File: config.mk
export PLATFORM = sky130hd
export DESIGN_NAME = regfile_2r1w
export DESIGN_NICKNAME = d
export VERILOG_FILES = /design/src/rtl/regfile_2r1w.sv
export SDC_FILE = /design/constraint.sdc
export NUM_CORES = 1
export LEC_CHECK = 0
export ABC_AREA = 1
export CELL_PAD_IN_SITES_DETAIL_PLACEMENT = 1
export CELL_PAD_IN_SITES_GLOBAL_PLACEMENT = 1
export CORE_MARGIN = 2
export CORE_UTILIZATION = 29
export DETAILED_ROUTE_END_ITERATION = 8
export PLACE_DENSITY_LB_ADDON = 0.3
export SYNTH_ARGS = -nofsm -noshare
export SYNTH_HDL_FRONTEND = slang
export SYNTH_SLANG_ARGS = --single-unit
File: constraint.sdc
create_clock -name clk -period 2.7 [get_ports clk]
set_clock_uncertainty 0.15 [all_clocks]
set_input_delay 0.405 -clock clk [delete_from_list [all_inputs] [get_ports clk]]
set_output_delay 0.405 -clock clk [all_outputs]
set_load 0.01 [all_outputs]
File: src/rtl/regfile_2r1w.sv
// regfile_2r1w: parametrised register file with one write port and two
// registered read ports (A, B). Reads have one cycle of latency and see a
// same-cycle write to the same address (write-first bypass). After reset a
// sequential clear engine zeroes every entry; requests are ignored while busy.
// Optional macro REGFILE_ZERO_REG_EN: entry 0 reads as zero, writes to it drop.
module regfile_2r1w #(
    parameter int WIDTH     = 16,
    parameter int ADDR_BITS = 4
) (
    input  logic                 clk,
    input  logic                 rst,
    input  logic                 we,
    input  logic [ADDR_BITS-1:0] waddr,
    input  logic [WIDTH-1:0]     wdata,
    input  logic                 re_a,
    input  logic [ADDR_BITS-1:0] raddr_a,
    output logic [WIDTH-1:0]     rdata_a,
    output logic                 rvalid_a,
    input  logic                 re_b,
    input  logic [ADDR_BITS-1:0] raddr_b,
    output logic [WIDTH-1:0]     rdata_b,
    output logic                 rvalid_b,
    output logic                 busy
);

    localparam int DEPTH = 1 << ADDR_BITS;

    typedef enum logic {
        S_CLEAR = 1'b0,
        S_READY = 1'b1
    } state_t;

    state_t               r_state;
    state_t               w_state_nxt;
    logic [ADDR_BITS-1:0] r_clr_idx;
    logic [ADDR_BITS-1:0] w_clr_idx_nxt;

    logic [WIDTH-1:0]     r_mem [DEPTH];
    logic [WIDTH-1:0]     r_rdata_a, r_rdata_b;
    logic                 r_rvalid_a, r_rvalid_b;

    logic                 w_ready;
    logic                 w_wr_en;
    logic [WIDTH-1:0]     w_rd_a, w_rd_b;

    assign w_ready = (r_state == S_READY);

    // A write only lands in READY; with the zero register, address 0 is dropped
    // here so the bypass path never forwards it either.
    always_comb begin
        w_wr_en = we && w_ready;
`ifdef REGFILE_ZERO_REG_EN
        if (waddr == '0)
            w_wr_en = 1'b0;
`endif
    end

    // FSM state and clear index register
    always_ff @(posedge clk) begin
        if (rst) begin
            r_state   <= S_CLEAR;
            r_clr_idx <= '0;
        end else begin
            r_state   <= w_state_nxt;
            r_clr_idx <= w_clr_idx_nxt;
        end
    end

    // Next state: walk the clear index once, then stay READY until reset
    always_comb begin
        w_state_nxt   = r_state;
        w_clr_idx_nxt = r_clr_idx;
        if (r_state == S_CLEAR) begin
            w_clr_idx_nxt = r_clr_idx + 1'b1;
            if (r_clr_idx == {ADDR_BITS{1'b1}})
                w_state_nxt = S_READY;
        end
    end

    // Storage: clear engine owns the write port in CLEAR; nothing is written
    // during a reset cycle so contents survive until the clear reaches them.
    always_ff @(posedge clk) begin
        if (!rst) begin
            if (r_state == S_CLEAR)
                r_mem[r_clr_idx] <= '0;
            else if (w_wr_en)
                r_mem[waddr] <= wdata;
        end
    end

    // Port A read mux with write-first bypass
    always_comb begin
        w_rd_a = r_mem[raddr_a];
        if (w_wr_en && (waddr == raddr_a))
            w_rd_a = wdata;
`ifdef REGFILE_ZERO_REG_EN
        if (raddr_a == '0)
            w_rd_a = '0;
`endif
    end

    // Port B read mux with write-first bypass
    always_comb begin
        w_rd_b = r_mem[raddr_b];
        if (w_wr_en && (waddr == raddr_b))
            w_rd_b = wdata;
`ifdef REGFILE_ZERO_REG_EN
        if (raddr_b == '0)
            w_rd_b = '0;
`endif
    end

    // Port A output register: zero while clearing, hold data when idle
    always_ff @(posedge clk) begin
        if (rst || !w_ready) begin
            r_rdata_a  <= '0;
            r_rvalid_a <= 1'b0;
        end else begin
            r_rvalid_a <= re_a;
            if (re_a)
                r_rdata_a <= w_rd_a;
        end
    end

    // Port B output register: zero while clearing, hold data when idle
    always_ff @(posedge clk) begin
        if (rst || !w_ready) begin
            r_rdata_b  <= '0;
            r_rvalid_b <= 1'b0;
        end else begin
            r_rvalid_b <= re_b;
            if (re_b)
                r_rdata_b <= w_rd_b;
        end
    end

    assign rdata_a  = r_rdata_a;
    assign rvalid_a = r_rvalid_a;
    assign rdata_b  = r_rdata_b;
    assign rvalid_b = r_rvalid_b;
    assign busy     = ~w_ready;

endmodule

==> summary.md, run 1 <==
| Metric | Value |
|---|---|
| Hold_buf cts | `0` |
| Most common flop cell mapped by yosys | `edfxtp_1` |
| Max Transition Viols Final | `0` |
| Total Wirelength | `58,600 um` |
| FP Rows | `83` |
| Post-Syn Area | `15,000 um^2` |
| Setup TNS | `0 ps` |
| Layout Nets | `1,927` |
| Seq cells post-synth | `295` |
| CP endpoint kind | `output port` |
| Arr. time, crit path | `1760 ps` |
| Die Y | `231 um` |
| Worst Path Required | `2140 ps` |
| Startpoint types | `flip-flop` |
| Post-synth cell types | `25` |
| Number of synthesized flops with an enable pin | `256` |
| Synth top area share | `51.3%` |
| Top-count cell post-synth | `nand2_1` |
| Tot Pwr | `10.9 mW` |
| Worst path slowest cell | `dfxtp_1` |
| Status | `complete, no violations` |
| LEAKAGE | `7.35 nW` |
| Net count of the mapped netlist | `1,851` |
| RSZ-0062 raised after global routing | `false` |
| Postcts setup bufs | `0` |
| Dominant cells by area after synthesis | `edfxtp_1 (51%), nand2_1 (20%), nand3_1 (14%)` |
| Vias in the first global route | `14,200` |
| Post-Syn Instances | `1,817` |
| 1st-iter DRT viols | `1,222` |
| Post-synth ARST share | `0%` |
| Grt total ovfl | `0` |
| Initial Util | `29.3%` |
| Initial antenna violation count | `1` |
| CTS tree | `yes` |
| Synth Area per Inst | `8.25 um^2` |
| Crit Path Category | `reg2out` |
| MaxCap Viol Count | `0` |
| CTS root buf | `clkbuf_16` |
| Max frequency | `431 MHz` |
| Via count | `13,600` |
| Placed cell area | `17,200 um^2` |
| Pwr dens | `595 nW/um^2` |
| VDD IR max | `0.332 mV` |
| Fin worst setup slack | `382 ps` |
| Clock buffer depth | `3` |
| Post-synthesis sequential area ratio | `56.5%` |
| Final ANT Viol Nets | `0` |
| Fin. Hold Viols | `0` |
| Flop-to-flop setup slack | `440 ps` |
| GP Congestion | `0.860` |
| Synth area leader | `edfxtp_1` |
| Design Area, Final | `18,300 um^2` |
| Endpoints failing setup | `0` |
| Placement Setup Slack | `-12.8 ps` |
| Worst path max stage delay | `540 ps` |
| Crit path time final | `2320 ps` |
| Worst-path clk slew | `60 ps` |
| Largest net degree at the start of global routing | `58` |
| Drt first pass iters | `5` |
| Worst-skew pair later-pin latency | `560 ps` |
| DRC errors left | `0` |
| Post-cts resize count | `0` |
| Crit-path cells | `inv_1 -> clkdlybuf4s50_1` |
| Fraction of layout cells with a size suffix above 1 | `9.50%` |
| Util after Layout | `35.8%` |
| Rel. slew slack | `63.9%` |
| DIE WIDTH | `231 um` |
| IO buf count | `67` |
| IO Pins | `68` |
| H-tree levels | `2` |
| Layout area overhead | `22.3%` |
| Largest fanout on the critical path | `9` |
| Yosys warns | `0` |
| First-pass GRT wire length | `88,200 um` |
| Hold Crit Class | `reg2reg` |
| GRT Overall Usage | `21.9%` |
| Worst-Margin Slew | `539 ps` |
| Clock sinks | `295` |
| Commonest cells post-synth | `nand2_1 (789), nand3_1 (426), edfxtp_1 (256)` |
| Die Footprint | `53,500 um^2` |
| Hpwl dp | `37,900 um` |
| CORE AREA | `51,200 um^2` |
| DR vias/cell | `5.24` |
| Num CTS Buffers | `36` |
| Crit share post-route | `85.9%` |
| Routed len/inst | `22.6 um` |
## cell usage in the layout, fill, tap and decap left out, types with 5 or more instances in the layout
cell type	count
nand2_1	789
nand3_1	426
edfxtp_1	256
inv_1	62
clkdlybuf4s50_1	61
buf_4	59
dfxtp_1	39
buf_12	38
clkbuf_16	36
nand4_1	34
a21oi_1	34
nor2_2	17
clkbuf_1	11
clkinv_1	6
nor2_1	6
nor3_1	5
## final timing paths
kind	to	start	depth (start not counted)
setup / recovery	busy	r_state	2
hold / removal	rdata_b[14]	rdata_b[14]	2
setup reg to reg	r_mem[6][6]	r_state	7
hold reg to reg	rdata_b[14]	rdata_b[14]	2
## worst max-delay path: cells and delay by family (launching register included)
family	cells	cell delay, ps
flops	1	540
buf+inv	2	680
## routing by layer
layer  global-route usage (%)  vias to the layer above  part of all wire (%)
li1                         -                     6258                     -
met1                     28.3                     6773                    43
met2                     35.5                      449                    46
met3                     5.13                      122                   7.2
met4                     8.29                        2                   3.4
met5                        0                        -                 0.015
## area by class of cell
cell class,instances,area (um^2)
Antenna cell,1,2.50
Clock buffer,49,963
Clock inverter,11,158
Fill cell,6012,32900
Inverter,72,275
Multi-Input combinational cell,1326,5780
Sequential cell,295,8470
Tap cell,680,851
Timing Repair Buffer,162,1830
## report_power, final
part           switching, mW  total, mW  internal [mW]
combinational          0.811       1.18          0.368
clock                   1.97       4.77           2.80
sequential            0.0242       4.96           4.94
## per-stage QoR
| step | hold WS (ps) | instances |
|---|---|---|
| 2_1_floorplan | 334 | 1817 |
| 3_5_place_dp | 308 | 2535 |
| 3_3_place_gp | 306 | 2535 |
| 6_report | 315 | 2596 |
| 4_1_cts | 318 | 2595 |
| 5_1_grt | 344 | 2595 |
## logic make-up (layout without fill, tap and decap cells)
logic type | count (synthesis) | in the layout | share of synthesized area (%)
AND/OR/NAND/NOR | 1288 | 1288 | 36.9
flip-flops | 295 | 295 | 56.5
buffers and inverters | 196 | 294 | 5.22
AO/OA/AOI/OAI | 37 | 37 | 1.27
adder cells (fa/ha/maj) | 1 | 1 | 0.0835
other | 0 | 1 | 0
## flip-flops by register name, summed over array words and instances, names as in the netlist
name	count
r_clr_idx	4
r_mem	256
rdata_b	16
rvalid_a	1
rdata_a	16
rvalid_b	1
r_state	1
(Power assumes the default switching activity.)
==> run 2: changes to the inputs <==
- CTS_CLUSTER_SIZE: not set -> 14
==> results of run 2 <==
Final layout, timing and power as in run 1 (identical DEF).
